`config.mk`:
```
export PLATFORM = sky130hd
export DESIGN_NAME = rat_path_queue_flat
export DESIGN_NICKNAME = d
export VERILOG_FILES = /design/src/rtl/rat_pkg.sv /design/src/rtl/rat_path_queue_if.sv /design/src/rtl/rat_pos_tracker.sv /design/src/rtl/rat_path_queue.sv /design/src/flat_wrapper.sv
export SDC_FILE = /design/constraint.sdc
export NUM_CORES = 1
export LEC_CHECK = 0
export ABC_CLOCK_PERIOD_IN_PS = 2900
export BUFFER_PORTS_ARGS = -buffer_cell sky130_fd_sc_hd__buf_2
export CAP_MARGIN = 10
export CORE_ASPECT_RATIO = 1.5
export CORE_MARGIN = 2
export CORE_UTILIZATION = 38
export CTS_CLUSTER_DIAMETER = 200
export DETAILED_ROUTE_END_ITERATION = 7
export SLEW_MARGIN = 40
export SYNTH_ARGS = -nofsm -noshare
export SYNTH_HDL_FRONTEND = slang
export SYNTH_HIERARCHICAL = 1
export SYNTH_SLANG_ARGS = --single-unit
```
`constraint.sdc`:
```
create_clock -name clk -period 2.9 [get_ports clk]
set_input_delay 0.58 -clock clk [delete_from_list [all_inputs] [get_ports clk]]
set_output_delay 0.58 -clock clk [all_outputs]
set_load 0.02 [all_outputs]
```
`src/rtl/rat_pkg.sv`:
```
// Shared types and helpers for the rat-maze path queue and its optional position tracker.
package rat_pkg;

    localparam int unsigned DEPTH_DEFAULT = 256;
    localparam int unsigned POS_MAX       = 16;

    typedef enum logic [1:0] {
        DIR_RIGHT = 2'b00,
        DIR_DOWN  = 2'b01,
        DIR_LEFT  = 2'b10,
        DIR_UP    = 2'b11
    } dir_t;

    typedef struct packed {
        logic [POS_MAX-1:0] x;
        logic [POS_MAX-1:0] y;
    } pos_t;

    // Computed at full width; callers truncate, which keeps the result modulo 2^POS_W.
    function automatic pos_t next_pos(input logic [POS_MAX-1:0] x,
                                      input logic [POS_MAX-1:0] y,
                                      input dir_t               dir);
        pos_t p;
        p.x = x;
        p.y = y;
        unique case (dir)
            DIR_RIGHT: p.x = x + POS_MAX'(1);
            DIR_DOWN:  p.y = y + POS_MAX'(1);
            DIR_LEFT:  p.x = x - POS_MAX'(1);
            DIR_UP:    p.y = y - POS_MAX'(1);
        endcase
        return p;
    endfunction

endpackage

```
`src/rtl/rat_path_queue_if.sv`:
```
// Controller/display-side bus of the path queue. Position outputs exist only with RAT_PATH_POS_EN.
interface rat_path_queue_if
    import rat_pkg::*;
#(
    parameter int unsigned DEPTH = DEPTH_DEFAULT,
    parameter int unsigned DIR_W = 2
`ifdef RAT_PATH_POS_EN
    , parameter int unsigned POS_W = 4
`endif
);
    localparam int unsigned CNT_W = $clog2(DEPTH) + 1;

    logic             clear;
    logic             enqueue;
    logic [DIR_W-1:0] din;
    logic             dequeue;
    logic             recover;
    logic             emptyq;
    logic             full;
    logic [CNT_W-1:0] count;
    logic [DIR_W-1:0] dout;
    logic             dout_valid;
    logic             overflow;
`ifdef RAT_PATH_POS_EN
    logic [POS_W-1:0] pos_x;
    logic [POS_W-1:0] pos_y;
    logic             pos_valid;
`endif

`ifdef RAT_PATH_POS_EN
    modport master (output clear, enqueue, din, dequeue, recover,
                    input  emptyq, full, count, dout, dout_valid, overflow,
                           pos_x, pos_y, pos_valid);
    modport slave  (input  clear, enqueue, din, dequeue, recover,
                    output emptyq, full, count, dout, dout_valid, overflow,
                           pos_x, pos_y, pos_valid);
`else
    modport master (output clear, enqueue, din, dequeue, recover,
                    input  emptyq, full, count, dout, dout_valid, overflow);
    modport slave  (input  clear, enqueue, din, dequeue, recover,
                    output emptyq, full, count, dout, dout_valid, overflow);
`endif

endinterface

```
`src/rtl/rat_pos_tracker.sv`:
```
// Follows the rat across the grid by applying each replayed move to a wrapping (x,y) position.
module rat_pos_tracker
    import rat_pkg::*;
#(
    parameter int unsigned POS_W = 4
) (
    input  logic             clk,
    input  logic             rst,
    input  logic             recover,
    input  logic             dout_valid,
    input  logic [1:0]       dout,
    output logic [POS_W-1:0] pos_x,
    output logic [POS_W-1:0] pos_y,
    output logic             pos_valid
);

    pos_t np;

    always_comb begin
        np = next_pos(POS_MAX'(pos_x), POS_MAX'(pos_y), dir_t'(dout));
    end

    always_ff @(posedge clk) begin
        if (rst || recover) begin
            pos_x     <= '0;
            pos_y     <= '0;
            pos_valid <= 1'b0;
        end else if (dout_valid) begin
            pos_x     <= POS_W'(np.x);
            pos_y     <= POS_W'(np.y);
            pos_valid <= 1'b1;
        end
    end

endmodule

```
`src/rtl/rat_path_queue.sv`:
```
// Linear, non-destructive store of the solved path with replay and rewind.
// Optional position tracker enabled by defining RAT_PATH_POS_EN.
module rat_path_queue
    import rat_pkg::*;
#(
    parameter int unsigned DEPTH = DEPTH_DEFAULT,
    parameter int unsigned DIR_W = 2
`ifdef RAT_PATH_POS_EN
    , parameter int unsigned POS_W = 4
`endif
) (
    input  logic               clk,
    input  logic               rst,
    rat_path_queue_if.slave    bus
);
    localparam int unsigned AW = $clog2(DEPTH);
    localparam int unsigned PW = AW + 1;

    logic [DIR_W-1:0] mem [DEPTH];
    logic [PW-1:0]    wr_ptr;
    logic [PW-1:0]    rd_ptr;
    logic             flush;
    logic             full_c;
    logic             empty_c;

    assign flush   = rst || bus.clear;
    assign full_c  = (wr_ptr == PW'(DEPTH));
    assign empty_c = (rd_ptr == wr_ptr);

    assign bus.full   = full_c;
    assign bus.emptyq = empty_c;
    assign bus.count  = wr_ptr;

    // Storage is never reset; only the pointers define what is valid.
    always_ff @(posedge clk) begin
        if (!flush && bus.enqueue && !full_c) begin
            mem[wr_ptr[AW-1:0]] <= bus.din;
        end
    end

    always_ff @(posedge clk) begin
        if (flush) begin
            wr_ptr         <= '0;
            rd_ptr         <= '0;
            bus.dout       <= '0;
            bus.dout_valid <= 1'b0;
            bus.overflow   <= 1'b0;
        end else begin
            bus.dout_valid <= 1'b0;
            if (bus.enqueue) begin
                if (!full_c) begin
                    wr_ptr <= wr_ptr + PW'(1);
                end else begin
                    bus.overflow <= 1'b1;
                end
            end
            // Rewind beats a same-cycle dequeue; an empty queue never bypasses din.
            if (bus.recover) begin
                rd_ptr <= '0;
            end else if (bus.dequeue && !empty_c) begin
                bus.dout       <= mem[rd_ptr[AW-1:0]];
                rd_ptr         <= rd_ptr + PW'(1);
                bus.dout_valid <= 1'b1;
            end
        end
    end

`ifdef RAT_PATH_POS_EN
    rat_pos_tracker #(
        .POS_W (POS_W)
    ) u_pos (
        .clk        (clk),
        .rst        (flush),
        .recover    (bus.recover),
        .dout_valid (bus.dout_valid),
        .dout       (bus.dout),
        .pos_x      (bus.pos_x),
        .pos_y      (bus.pos_y),
        .pos_valid  (bus.pos_valid)
    );
`else
`endif

endmodule
```
`src/flat_wrapper.sv`:
```
// flat-port wrapper written by rule: the top's interface ports become plain ports
module rat_path_queue_flat import rat_pkg::*;
#(
    parameter int unsigned DEPTH = DEPTH_DEFAULT,
    parameter int unsigned DIR_W = 2

)
  (clk, rst, bus_clear, bus_enqueue, bus_din, bus_dequeue, bus_recover, bus_emptyq, bus_full, bus_count, bus_dout, bus_dout_valid, bus_overflow);
  rat_path_queue_if #(.DEPTH(DEPTH), .DIR_W(DIR_W)) bus_i ();
  input  logic clk;
  input  logic rst;
  input wire logic [$bits(bus_i.clear)-1:0] bus_clear;
  input wire logic [$bits(bus_i.enqueue)-1:0] bus_enqueue;
  input wire logic [$bits(bus_i.din)-1:0] bus_din;
  input wire logic [$bits(bus_i.dequeue)-1:0] bus_dequeue;
  input wire logic [$bits(bus_i.recover)-1:0] bus_recover;
  output wire logic [$bits(bus_i.emptyq)-1:0] bus_emptyq;
  output wire logic [$bits(bus_i.full)-1:0] bus_full;
  output wire logic [$bits(bus_i.count)-1:0] bus_count;
  output wire logic [$bits(bus_i.dout)-1:0] bus_dout;
  output wire logic [$bits(bus_i.dout_valid)-1:0] bus_dout_valid;
  output wire logic [$bits(bus_i.overflow)-1:0] bus_overflow;
  assign bus_i.clear = bus_clear;
  assign bus_i.enqueue = bus_enqueue;
  assign bus_i.din = bus_din;
  assign bus_i.dequeue = bus_dequeue;
  assign bus_i.recover = bus_recover;
  assign bus_emptyq = bus_i.emptyq;
  assign bus_full = bus_i.full;
  assign bus_count = bus_i.count;
  assign bus_dout = bus_i.dout;
  assign bus_dout_valid = bus_i.dout_valid;
  assign bus_overflow = bus_i.overflow;
  rat_path_queue #(.DEPTH(DEPTH), .DIR_W(DIR_W)) u_core (.clk(clk), .rst(rst), .bus(bus_i));
endmodule
```
# After elaboration in Yosys (flattened, before gate mapping)
# Memories as Yosys holds them, arrays and structs flattened. A register that Yosys moved wholly into a read port is not among the register bits.
# Index checks and enable logic that the tools add are counted.
[op_classes]
add_sub_neg = 2
n_eq_ne = 2
n_mux = 3
n_bitwise = 2
reduce_logical = 11
[op_table]
columns = ["op", "count"]
rows = [
  ["adder 9 x 1 -> 9 bit, second input constant", 2],
  ["equality test 9 bit", 1],
  ["equality test 9 bit, second input constant", 1],
  ["AND reduction 2 bit", 3],
  ["logical AND 1 bit", 3],
  ["logical NOT 1 bit", 3],
  ["two-way mux 1 bit", 3],
  ["NOT 1 bit", 2],
  ["OR reduction 2 bit", 1],
  ["logical OR 1 bit", 1],
]
[totals]
reg_bits = 20
ramBits = 512
out_inout_bits = 15
elab_cells = 25
n_memories = 1
[mem_list]
columns = ["memory", "words", "width", "rd", "rd_clocked_by_memory_dff", "wr", "line_no", "rtl"]
rows = [
  ["u_core.mem", 256, 2, 1, 1, 1, "rat_path_queue.sv:19", "logic [DIR_W-1:0] mem [DEPTH];"],
]

# Logic depth before layout (Yosys ltp)
[logic_depth]
ltp_word = 6
depth_mapped = 12

# Least setup slack after synthesis
# Ideal clock, no wire load.
[synth_timing]
kind = "flip-flop to flip-flop"
start = "register u_core.wr_ptr[6] (netlist: u_core/bus.count[6])"
end = "memory u_core.mem[98][0], enable pin"
arrival_ns = 2.041
required_ns = 2.591
path_slack_ns = 0.550
stages_incl_launch_ff = 10
cell_sequence = "dfxtp_1 -> buf_2 -> nor2_1 -> nand2_1 -> o21a_1 -> clkbuf_1 -> and3_1 -> nand2_1 -> buf_2 -> nor2_1"
[synth_between]
elab_chain_cells = 5
[synth_lines]
columns = ["element", "line_no", "rtl"]
rows = [
  ["from (decl)", "rat_path_queue.sv:20", "logic [PW-1:0] wr_ptr;"],
  ["from (signal assigned)", "rat_path_queue.sv:52", "wr_ptr <= wr_ptr + PW'(1);"],
  ["equality test 9 bit", "rat_path_queue.sv:27", "assign full_c = (wr_ptr == PW'(DEPTH));"],
  ["logical NOT 1 bit", "rat_path_queue.sv:36", "if (!flush && bus.enqueue && !full_c) begin"],
  ["logical AND 1 bit", "rat_path_queue.sv:36", ""],
  ["two-way mux 1 bit", "rat_path_queue.sv:36", ""],
  ["two-way mux 1 bit (implied by the code)", "rat_path_queue.sv:37", "mem[wr_ptr[AW-1:0]] <= bus.din;"],
  ["to (decl)", "rat_path_queue.sv:19", ""],
]
# Several ways; a longest one is shown, not always the timed one.

# Final worst setup path
[layout_timing]
start = "register u_core.rd_ptr[1]"
end = "output bus_emptyq"
[layout_between]
elab_chain_cells = 1
[layout_lines]
columns = ["element", "line_no", "rtl"]
rows = [
  ["from (decl)", "rat_path_queue.sv:21", "logic [PW-1:0] rd_ptr;"],
  ["from (signal assigned)", "rat_path_queue.sv:62", "rd_ptr <= rd_ptr + PW'(1);"],
  ["equality test 9 bit", "rat_path_queue.sv:28", "assign empty_c = (rd_ptr == wr_ptr);"],
  ["to (decl)", "flat_wrapper.sv:17", "output wire logic [$bits(bus_i.emptyq)-1:0] bus_emptyq;"],
]
# Every way passes these cells.

==> impl_results.md <==
- Status: complete, no violations
- Filler instances: 5,060
- Mean post-synth cell area: 16.5 um2
- Die Y: 301 um
- Post-synthesis cell area: 22,300 um2
- R2R cell count: 8
- Commonest non-fill, non-tap cell in the layout: edfxtp_1
- Final Cycle Share: 93.6%
- CTS H-tree depth: 2
- Clk buf depth: 3
- LEAKAGE: 7.64 nW
- Area Overhead vs Synth: 13.6%
- Max Clk Rate: 368 MHz
- HPWL after DPL: 34.5 mm
- Routed vias: 12,200
- CTS tree: done
- FF+latch count, synth: 534
- Yosys warnings: 6
- Num CTS Buffers: 46
- Initial antenna violation count: 0
- Synth top area cells: edfxtp_1, mux4_2, nor2_1, mux2i_1, dfxtp_1
- Worst Tran Pin Value: 0.656 ns
- Cell variety after synth: 58
- Unrepaired setup endpoints after global routing: false
- Hold/Removal Path Class: in -> reg
- First-pass GRT wire length: 81.3 mm
- VDD IR-drop max: 0.414 mV
- Drt wl/cell: 24.2 um
- Die Area: 60,700 um2
- Row Count: 108
- Worst Hold Margin: 0.322 ns
- Die width: 202 um
- Cell taking the most area after synthesis: edfxtp_1
- Antenna Cells: 0
- Fraction of layout cells with a size suffix above 1: 21.0%
- Mapped Nets: 1,368
- Starting DRT DRC Count: 992
- Sequential share of the synthesized area: 70.9%
- Max-cap violations: 0
- Root buf cell: clkbuf_16
- Max Slew Vio Count: 0
- Pwr Total: 15.1 mW
- Setup Skew: 0.0192 ns
- Clk_lat worst skew: 0.57 ns
- Clock transition at path regs: 0.07 ns
- Ports: 23
- Max FO, Critical Path: 16
- Arr. time, crit path: 2.13 ns
- GRT overflow: 0
- Final Critical Period: 2.71 ns
- Post-cts hold buffer count: 0
- Gr busiest metal: met2
- GR Util All Layers: 17.9%
- Core area: 58,000 um2
- Starting Density: 38.5%
- Most frequent cells in the layout: edfxtp_1, nor2_1, mux4_2
- WHS Path Cells: 3
- Pwr Density: 596 nW/um2
- Rel. slew slack: 56.1%
- # DRC: 0
- GPL Wtd Cong: 0.836
- Synth top area share: 68.9%
- CP required: 2.32 ns
- CP Launch Type: register
- Final Hold Fails: 0
- I/O Buffers: 22
- Post-synth EDFFs: 512
- Crit. End Element: output port
- Met3 Usage GRT: 2.11%
- Fin cells: 2,237
- Routed WL: 54.1 mm
- WS Path Type: reg -> out
- Met2 Use GR: 32.9%
- Sum Neg Setup Slack: 0 ns
- Met1 GRT Util: 21.2%
- Maximum number of pins on one net before global-route repair: 88
- Setup WS post-layout: 0.186 ns
- Asr flop ratio synth: 0%
- 1st-pass router iterations: 5
- Worst slack, placed: 0.00605 ns
- Antenna viol nets, final: 0
- Setup violators final: 0
- Synth Flop Type: edfxtp_1
- # placed instances: 2,153
- Vias/cell: 5.46
- Clock sink count: 534
- Synthesized instance count: 1,355
- Fin nets: 1,445
- Vias in the first global route: 13,000
[flip-flops by register name, indices dropped and copies added, names as in the netlist]
register / flops
u_core/mem: 512
u_core/bus.count: 9
u_core/rd_ptr: 9
u_core/bus.dout: 2
u_core/bus.dout_valid: 1
u_core/bus.overflow: 1
[final timing paths]
path                                          from                          endpoint  slack, ns
setup / recovery     u_core/rd_ptr[1]$_SDFFE_PP0P_                        bus_emptyq       0.19
hold / removal                         bus_enqueue  u_core/bus.overflow$_SDFFE_PP0P_       0.32
setup reg to reg     u_core/rd_ptr[0]$_SDFFE_PP0P_   u_core/bus.dout[0]$_SDFFE_PP0P_       0.22
hold reg to reg   u_core/bus.overflow$_SDFFE_PP0P_  u_core/bus.overflow$_SDFFE_PP0P_       0.48
[cell families (layout without fill, tap and decap cells)]
kind of cell / after synthesis / after routing / share of synthesized area [%]
xor+xnor: 21 / 21 / 0.825
flops: 534 / 534 / 70.9
compound gates: 105 / 105 / 3.42
fa+ha+maj: 5 / 5 / 0.280
buf+inv: 100 / 212 / 2.82
mux: 168 / 168 / 14.0
simple gates: 422 / 422 / 7.73
[power breakdown]
part	switching (mW)	total (mW)	internal, mW
combinational	0.163	0.226	0.0628
clock	2.74	6.45	3.71
sequential	0.00274	8.44	8.44
total	2.90	15.1	12.2
[cell usage after synthesis, types with 5 or more instances]
library cell / instances
edfxtp_1: 512
nor2_1: 291
mux4_2: 94
nand2_1: 65
mux2i_1: 50
clkbuf_1: 36
buf_2: 33
a21oi_1: 24
dfxtp_1: 22
mux4_1: 16
a22oi_1: 15
xnor2_1: 15
nand3_1: 14
nor3_1: 13
o21ai_0: 13
a221oi_1: 10
mux2_2: 8
nor2b_1: 8
buf_6: 7
buf_8: 7
or3_1: 7
a221o_1: 6
and3_1: 6
inv_1: 6
xor2_1: 6
ha_1: 5
nand4_1: 5
[layout make-up]
cell class / count / area [um2] / share of cell area (%)
Sequential cell: 534 / 15800 / 62.4
Multi-Input combinational cell: 721 / 5860 / 23.1
Clock buffer: 53 / 1240 / 4.90
Timing Repair Buffer: 122 / 1080 / 4.27
Tap cell: 770 / 963 / 3.80
Clock inverter: 30 / 345 / 1.36
Inverter: 7 / 26.3 / 0.104
[worst max-delay path, stage by stage (launching register included)]
cell and delay, ns:
dfxtp_4 0.58, buf_4 0.29, xnor2_1 0.16, nand2_1 0.09, nor3_1 0.22, buf_2 0.21
[routing by layer]
metal | vias up | share of wire [%] | wire length [um]
met4 | 0 | 4.1 | 2200
met1 | 6331 | 38 | 20600
met5 | - | 0 | 0
li1 | 5389 | - | -
met2 | 379 | 53 | 28800
met3 | 121 | 4.6 | 2500
[through the flow]
stage	utilization (%)	instance area, um2
after global routing	43.7	25300
after detailed placement	41.0	23700
after CTS	43.7	25300
final	43.7	25300
after floorplan	-	22300
after global placement	41.0	23700
[repair_timing]
item | 4_1_cts | 5_1_grt
endpoints found under the hold margin | 0 | 0
gates cloned | 0 | 0
endpoints found under the setup margin | 1 | 1
setup buffers | 1 | 0
resized for setup | 0 | 1
pin swaps | 0 | 0
(Power assumes the default switching activity.)
